--- config.mk ---
export PLATFORM = sky130hd
export DESIGN_NAME = note_selector_flat
export DESIGN_NICKNAME = d
export VERILOG_FILES = /design/src/rtl/note_selector_pkg.sv /design/src/rtl/note_selector_if.sv /design/src/rtl/note_selector_key_debounce.sv /design/src/rtl/note_selector.sv /design/src/flat_wrapper.sv
export SDC_FILE = /design/constraint.sdc
export NUM_CORES = 1
export LEC_CHECK = 0
export BUFFER_PORTS_ARGS = -buffer_cell sky130_fd_sc_hd__buf_2
export CAP_MARGIN = 20
export CORE_MARGIN = 3
export CORE_UTILIZATION = 40
export CTS_CLUSTER_SIZE = 24
export DETAILED_ROUTE_END_ITERATION = 7
export PLACE_DENSITY = 0.65
export SYNTH_ARGS = -nofsm -noshare
export SYNTH_HDL_FRONTEND = slang
export SYNTH_HIERARCHICAL = 1
export SYNTH_SLANG_ARGS = --single-unit
--- constraint.sdc ---
create_clock -name clk -period 3.5 [get_ports clk]
set_input_delay 0.35 -clock clk [delete_from_list [all_inputs] [get_ports clk]]
set_output_delay 0.35 -clock clk [all_outputs]
set_load 0.01 [all_outputs]
--- src/rtl/note_selector_pkg.sv ---
// audio_pkg: shared audio constants, note increment table and note selector FSM encoding
package audio_pkg;

    localparam int BITDEPTH    = 14;
    localparam int BITFRACTION = 6;
    localparam int SAMPLEFREQ  = 31250;
    localparam int INCBITS     = 21;
    localparam int NUM_KEYS    = 8;

    // Phase increments for C4..C5: truncate(hz * 2^20 / 31250 * 2)
    localparam logic [INCBITS-1:0] NOTE_INC [NUM_KEYS] = '{
        21'd17582, 21'd19730, 21'd22145, 21'd23420,
        21'd26306, 21'd29527, 21'd33151, 21'd35097
    };

    typedef enum logic [1:0] {
        IDLE   = 2'd0,
        PLAY   = 2'd1,
        RETRIG = 2'd2
    } state_e;

    // Index of the lowest set bit; 0 when nothing is set
    function automatic logic [2:0] lowest_idx(input logic [NUM_KEYS-1:0] v);
        lowest_idx = '0;
        for (int i = NUM_KEYS - 1; i >= 0; i--)
            if (v[i]) lowest_idx = 3'(i);
    endfunction

endpackage

--- src/rtl/note_selector_if.sv ---
// note_selector_if: button inputs and pitch/gate/LED outputs of the note selector
interface note_selector_if
    import audio_pkg::*;
#(
    parameter int NUM_KEYS = 8
);
    logic [NUM_KEYS-1:0] btn;
    logic [INCBITS-1:0]  increment;
    logic                gate;
    logic [2:0]          key_index;
    logic [NUM_KEYS-1:0] held;

    modport master (output btn, input increment, gate, key_index, held);
    modport slave  (input btn, output increment, gate, key_index, held);
endinterface

--- src/rtl/note_selector_key_debounce.sv ---
// key_debounce: synchronises and debounces one active-low button, flags press/release edges
module key_debounce #(
    parameter int unsigned DEBOUNCE_CYCLES = 40000
) (
    input  logic clk,
    input  logic reset_n,
    input  logic btn_i,
    output logic held_o,
    output logic press_o,
    output logic release_o
);
    localparam int unsigned CW = (DEBOUNCE_CYCLES > 1) ? $clog2(DEBOUNCE_CYCLES) : 1;
    localparam int unsigned LAST = (DEBOUNCE_CYCLES > 0) ? DEBOUNCE_CYCLES - 1 : 0;
    localparam logic [CW-1:0] CNT_LAST = CW'(LAST);

    logic          meta_q, sync_q, stable_q, stable_d;
    logic          press_q, press_d, release_q, release_d;
    logic [CW-1:0] cnt_q, cnt_d;
    logic          accept;

    // Accept the synchronised level once it has disagreed with the stable level long enough
    always_comb begin
        accept    = (sync_q != stable_q) && (cnt_q == CNT_LAST);
        stable_d  = accept ? sync_q : stable_q;
        cnt_d     = ((sync_q == stable_q) || accept) ? '0 : cnt_q + 1'b1;
        press_d   = accept & ~sync_q;
        release_d = accept & sync_q;
    end

    // Two-flop synchroniser, debounce counter and edge pulses aligned with the held change
    always_ff @(posedge clk or negedge reset_n) begin
        if (!reset_n) begin
            meta_q    <= 1'b1;
            sync_q    <= 1'b1;
            stable_q  <= 1'b1;
            cnt_q     <= '0;
            press_q   <= 1'b0;
            release_q <= 1'b0;
        end else begin
            meta_q    <= btn_i;
            sync_q    <= meta_q;
            stable_q  <= stable_d;
            cnt_q     <= cnt_d;
            press_q   <= press_d;
            release_q <= release_d;
        end
    end

    assign held_o    = ~stable_q;
    assign press_o   = press_q;
    assign release_o = release_q;
endmodule

--- src/rtl/note_selector.sv ---
// note_selector: last-pressed note priority with gate retrigger for the mono synth voice
module note_selector
    import audio_pkg::*;
#(
    parameter int unsigned NUM_KEYS         = 8,
    parameter int unsigned DEBOUNCE_CYCLES  = 40000,
    parameter int unsigned RETRIGGER_CYCLES = 256
) (
    input logic             clk,
    input logic             reset_n,
    note_selector_if.slave  bus
);
    localparam int unsigned RW = (RETRIGGER_CYCLES > 1) ? $clog2(RETRIGGER_CYCLES) : 1;
    localparam int unsigned RL = (RETRIGGER_CYCLES > 0) ? RETRIGGER_CYCLES - 1 : 0;
    localparam logic [RW-1:0] RLAST = RW'(RL);

    logic [NUM_KEYS-1:0] held, press, rel;
    state_e              state_q, state_d;
    logic [2:0]          key_q, key_d;
    logic [RW-1:0]       rcnt_q, rcnt_d;
    logic [INCBITS-1:0]  inc_q, inc_d;
    logic                gate_q, gate_d;
    logic                any_press, cur_rel, none_held;
    logic [2:0]          new_key, legato_key;

    for (genvar k = 0; k < NUM_KEYS; k++) begin : g_key
        key_debounce #(.DEBOUNCE_CYCLES(DEBOUNCE_CYCLES)) u_deb (
            .clk       (clk),
            .reset_n   (reset_n),
            .btn_i     (bus.btn[k]),
            .held_o    (held[k]),
            .press_o   (press[k]),
            .release_o (rel[k])
        );
    end

    // Next key, retrigger counter and state from this cycle's press/release events
    always_comb begin
        state_d    = state_q;
        key_d      = key_q;
        rcnt_d     = rcnt_q;
        any_press  = |press;
        none_held  = (held == '0);
        new_key    = lowest_idx(press);
        legato_key = lowest_idx(held);
        cur_rel    = rel[key_q] && !any_press;
        case (state_q)
            IDLE: begin
                if (any_press) begin
                    state_d = PLAY;
                    key_d   = new_key;
                end
            end
            PLAY: begin
                if (none_held) begin
                    state_d = IDLE;
                end else if (any_press) begin
                    key_d = new_key;
                    if (RETRIGGER_CYCLES > 0) begin
                        state_d = RETRIG;
                        rcnt_d  = '0;
                    end
                end else if (cur_rel) begin
                    key_d = legato_key;
                end
            end
            RETRIG: begin
                if (none_held) begin
                    state_d = IDLE;
                end else if (any_press) begin
                    key_d  = new_key;
                    rcnt_d = '0;
                end else begin
                    if (cur_rel) key_d = legato_key;
                    if (rcnt_q == RLAST) state_d = PLAY;
                    else rcnt_d = rcnt_q + 1'b1;
                end
            end
            default: state_d = IDLE;
        endcase
        inc_d  = NOTE_INC[key_d];
        gate_d = (state_d == PLAY);
    end

    // FSM state and registered outputs
    always_ff @(posedge clk or negedge reset_n) begin
        if (!reset_n) begin
            state_q <= IDLE;
            key_q   <= '0;
            rcnt_q  <= '0;
            inc_q   <= NOTE_INC[0];
            gate_q  <= 1'b0;
        end else begin
            state_q <= state_d;
            key_q   <= key_d;
            rcnt_q  <= rcnt_d;
            inc_q   <= inc_d;
            gate_q  <= gate_d;
        end
    end

    assign bus.increment = inc_q;
    assign bus.gate      = gate_q;
    assign bus.key_index = key_q;
    assign bus.held      = held;
endmodule
--- src/flat_wrapper.sv ---
// flat-port wrapper written by rule: the top's interface ports become plain ports
module note_selector_flat import audio_pkg::*;
#(
    parameter int unsigned NUM_KEYS         = 8,
    parameter int unsigned DEBOUNCE_CYCLES  = 40000,
    parameter int unsigned RETRIGGER_CYCLES = 256
)
  (clk, reset_n, bus_btn, bus_increment, bus_gate, bus_key_index, bus_held);
  note_selector_if #(.NUM_KEYS(NUM_KEYS)) bus_i ();
  input logic clk;
  input logic reset_n;
  input wire logic [$bits(bus_i.btn)-1:0] bus_btn;
  output wire logic [$bits(bus_i.increment)-1:0] bus_increment;
  output wire logic [$bits(bus_i.gate)-1:0] bus_gate;
  output wire logic [$bits(bus_i.key_index)-1:0] bus_key_index;
  output wire logic [$bits(bus_i.held)-1:0] bus_held;
  assign bus_i.btn = bus_btn;
  assign bus_increment = bus_i.increment;
  assign bus_gate = bus_i.gate;
  assign bus_key_index = bus_i.key_index;
  assign bus_held = bus_i.held;
  note_selector #(.NUM_KEYS(NUM_KEYS), .DEBOUNCE_CYCLES(DEBOUNCE_CYCLES), .RETRIGGER_CYCLES(RETRIGGER_CYCLES)) u_core (.clk(clk), .reset_n(reset_n), .bus(bus_i));
endmodule
==> flow_metrics.env <==
export IMPL_fin_crit_ns=2.91
export IMPL_synth_top_family_by_area="simple AND/OR/NAND/NOR gates"
export IMPL_synth_ff_type="dfrtp_1"
export IMPL_chipWidth_um=161
export IMPL_powerDensity_mw_per_mm2=436
export IMPL_fin_cells=1278
export IMPL_synth_fa_ha_area_share_pct=2.88
export IMPL_synthMuxAreaShare_pct=2.88
export IMPL_final_common_cell="dfrtp_1"
export IMPL_hold_viol_final=0
export IMPL_syn_area_per_cell_um2=10.6
export IMPL_clk_latency_ns=0.43
export IMPL_routedWlPerCell_um=13.6
export IMPL_rrSetupSlack_ns=0.59
export IMPL_ant_nets=0
export IMPL_synth_top_area_cell="dfrtp_1"
export IMPL_final_cell_mix="dfrtp_1 (166), nor2_1 (161), xnor2_1 (104)"
export IMPL_drive_gt1_share_pct=16.1
export IMPL_grt_pass1_vias=6178
export IMPL_clockRootBuffer="clkbuf_16"
export IMPL_holdBufCountCts=6
export IMPL_grt_pass1_wl_mm=30.0
export IMPL_crit_chain="inv_1 > nor4_1 > and2_1 > a21o_1 > a21oi_1 > o22ai_2 > inv_1 > ha_1 > mux2_2"
export IMPL_crit_path_max_fanout=10
export IMPL_cts_repair_resize_count=0
export IMPL_clkSinkCount=197
export IMPL_area_growth_pct=12.4
export IMPL_cp_slowest_cell="nor4_1"
export IMPL_core_area_mm2=0.0231
export IMPL_crit_path_end_kind="flop"
export IMPL_tns_ns=0
export IMPL_max_freq_mhz=343
export IMPL_rsz0062_at_grt="false"
export IMPL_synth_top_area_share_pct=43.5
export IMPL_antenna_found_initial=0
export IMPL_grt_usage_pct=14.0
export IMPL_async_reset_ff_share_pct=100
export IMPL_critPathLaunchType="flop"
export IMPL_worstSetupPathType="reg2reg"
export IMPL_synth_warnings=6
export IMPL_cp_arrival_ns=3.23
export IMPL_fin_crit_sh_pct=83.3
export IMPL_endpoint="u_core/bus.increment[12]"
export IMPL_io_buffer_count=37
export IMPL_cts_clk_slew_worst_paths_ns=0.07
export IMPL_place_congestion=0.818
export IMPL_place_hpwl_mm=11.8
export IMPL_post_place_ws_ns=0.664
export IMPL_routed_via_count=6467
export IMPL_finalPower_mw=4.69
export IMPL_detailedRoute_firstIterationViolations=361
export IMPL_yosys_area_share_simple_pct=23.6
export IMPL_route_detailed_drc=0
export IMPL_nets=984
export IMPL_die_h_um=161
export IMPL_timing_rr_end="u_core/bus.increment[12]"
export IMPL_cap_violations=0
export IMPL_synthCells=901
export IMPL_fin_skew_ns=0.00720
export IMPL_overflow=0
export IMPL_setup_viol=0
export IMPL_syn_area_mm2=0.00956
export IMPL_fillers=2107
export IMPL_outcome="completed"
export IMPL_row_count=55
export IMPL_critPathLaunch="u_core/g_key[0].u_deb/stable_q"
export IMPL_wirelength_mm=17.4
export IMPL_max_stage_delay_ns=0.57
export IMPL_cts_tree="yes"
export IMPL_cp_data_required_time_ns=3.81
export IMPL_worst_pin_slew_ns=0.784
export IMPL_regToRegStartpoint="u_core/g_key[0].u_deb/stable_q"
export IMPL_fin_hold_ws_ns=0.0213
export IMPL_synth_distinct_cells=56
export IMPL_slew_headroom_pct=47.7
export IMPL_dp_cells=1240
export IMPL_p_leak_nw=4.36
export IMPL_clock_path_buffers=2
export IMPL_drv_slew=0
export IMPL_synth_xor_area_share_pct=11.1
export IMPL_dr_pass1_iters=4
export IMPL_ios=43
export IMPL_die_area_mm2=0.0258
export IMPL_diodes=0
export IMPL_cts_setup_buffers=0
export IMPL_synth_compound_area_share_pct=3.92
export IMPL_drt_vias_per_instance=5.06
export IMPL_setup_ws_ns=0.585
export IMPL_synth_seq_area_share_pct=52.0
export IMPL_cts_made_buffers=17
export IMPL_crit_top_cell="inv_1"
export IMPL_grt_max_degree=81
export IMPL_peakVddDrop_uv=274
export IMPL_hold_class="in2reg"
export IMPL_rr_worst_depth=9
export IMPL_initial_utilization_pct=41.4
export IMPL_synth_seq_cells=197
export IMPL_synth_edf_count=0
export IMPL_cts_htree_levels=4
export IMPL_ys_top_cells_by_area="dfrtp_1 (43%), xnor2_1 (9.5%), dfstp_2 (8.5%)"
[worst min-delay path by stage]
| stage | start | to | slack, ns | cells past startpoint |
|---|---|---|---|---|
| 2_1_floorplan | reset_n | u_core/bus.gate | 0.05 | 0 |
| 3_3_place_gp | u_core/g_key[5].u_deb/meta_q | u_core/g_key[5].u_deb/sync_q | 0.35 | 0 |
| 3_5_place_dp | u_core/g_key[5].u_deb/meta_q | u_core/g_key[5].u_deb/sync_q | 0.35 | 0 |
| 4_1_cts | bus_btn[0] | u_core/g_key[0].u_deb/meta_q | 0.001 | 1 |
| 5_1_grt | bus_btn[0] | u_core/g_key[0].u_deb/meta_q | 0.001 | 1 |
| 6_report | bus_btn[0] | u_core/g_key[0].u_deb/meta_q | 0.02 | 1 |
[worst max-delay path: cells and delay by family (launching register included)]
family	cells	cell delay, ns
DFF	1	0.56
adders and majority gates	1	0.22
muxes	1	0.25
AOI/OAI and AO/OA	3	0.62
and+or+nand+nor	2	0.85
buffers and inverters	2	0.30
[cells by family after synthesis]
logic type               count (synthesis)
multiplexers                            22
XOR/XNOR                               121
AO/OA/AOI/OAI                           48
flip-flops                             197
other                                    1
AND/OR/NAND/NOR                        429
adder cells (fa/ha/maj)                 22
buffers and inverters                   61
[routing by layer]
layer  vias to the layer above  global-route usage (%)  part of all wire (%)
met1                      3145                    19.6                    49
met2                       101                    21.4                    46
met4                         0                    3.71                  0.75
met5                         -                       0                     0
li1                       3210                       -                     -
met3                        11                    3.84                   4.0
[power breakdown]
group	switching, mW	internal [mW]	leakage, nW	total [mW]
Sequential	0.0328	2.32	2.62	2.35
Combinational	0.0884	0.0407	1.41	0.129
Clock	0.843	1.37	0.322	2.21
[stage by stage]
step | util (%) | area, um2
after global routing | 46.6 | 10700
after global placement | 43.4 | 10000
after CTS | 46.6 | 10700
after floorplan | - | 9570
final | 46.6 | 10700
after detailed placement | 43.4 | 10000
[synthesized netlist by cell type, types with 8 or more instances]
library cell  number
and3_2             8
buf_6             10
dfrtp_1          166
dfstp_2           31
ha_1              22
inv_1             43
mux2_4            10
mux2i_1            8
nand2_1           35
nand2_4            9
nand3_1           46
nand4_1           40
nor2_1           161
nor3_1            34
nor3b_1            8
nor4_1            42
o21ai_0           14
or3_1              8
or4_4              9
or4b_1             8
xnor2_1          104
xor2_1            17
[sequential cells by signal, summed over array words and instances (netlist names), 3 cells and up]
| register | cells |
|---|---|
| u_core/g_key.u_deb/press_o | 8 |
| u_core/bus.key_index | 3 |
| u_core/rcnt_q | 8 |
| u_core/g_key.u_deb/cnt_q | 128 |
| u_core/bus.increment | 15 |
| u_core/g_key.u_deb/meta_q | 8 |
| u_core/g_key.u_deb/sync_q | 8 |
| u_core/g_key.u_deb/release_o | 8 |
| u_core/g_key.u_deb/stable_q | 8 |
[area by class of cell]
class	count	area, um2	share of cell area (%)
flip-flops and latches	197	4970	46.3
multi-input cells	647	4260	39.7
well taps	313	392	3.65
clock inverters	11	219	2.04
inverters	43	161	1.50
repair buffers	46	289	2.69
clock buffers	21	450	4.19
Power figures use the tool's default switching activity.
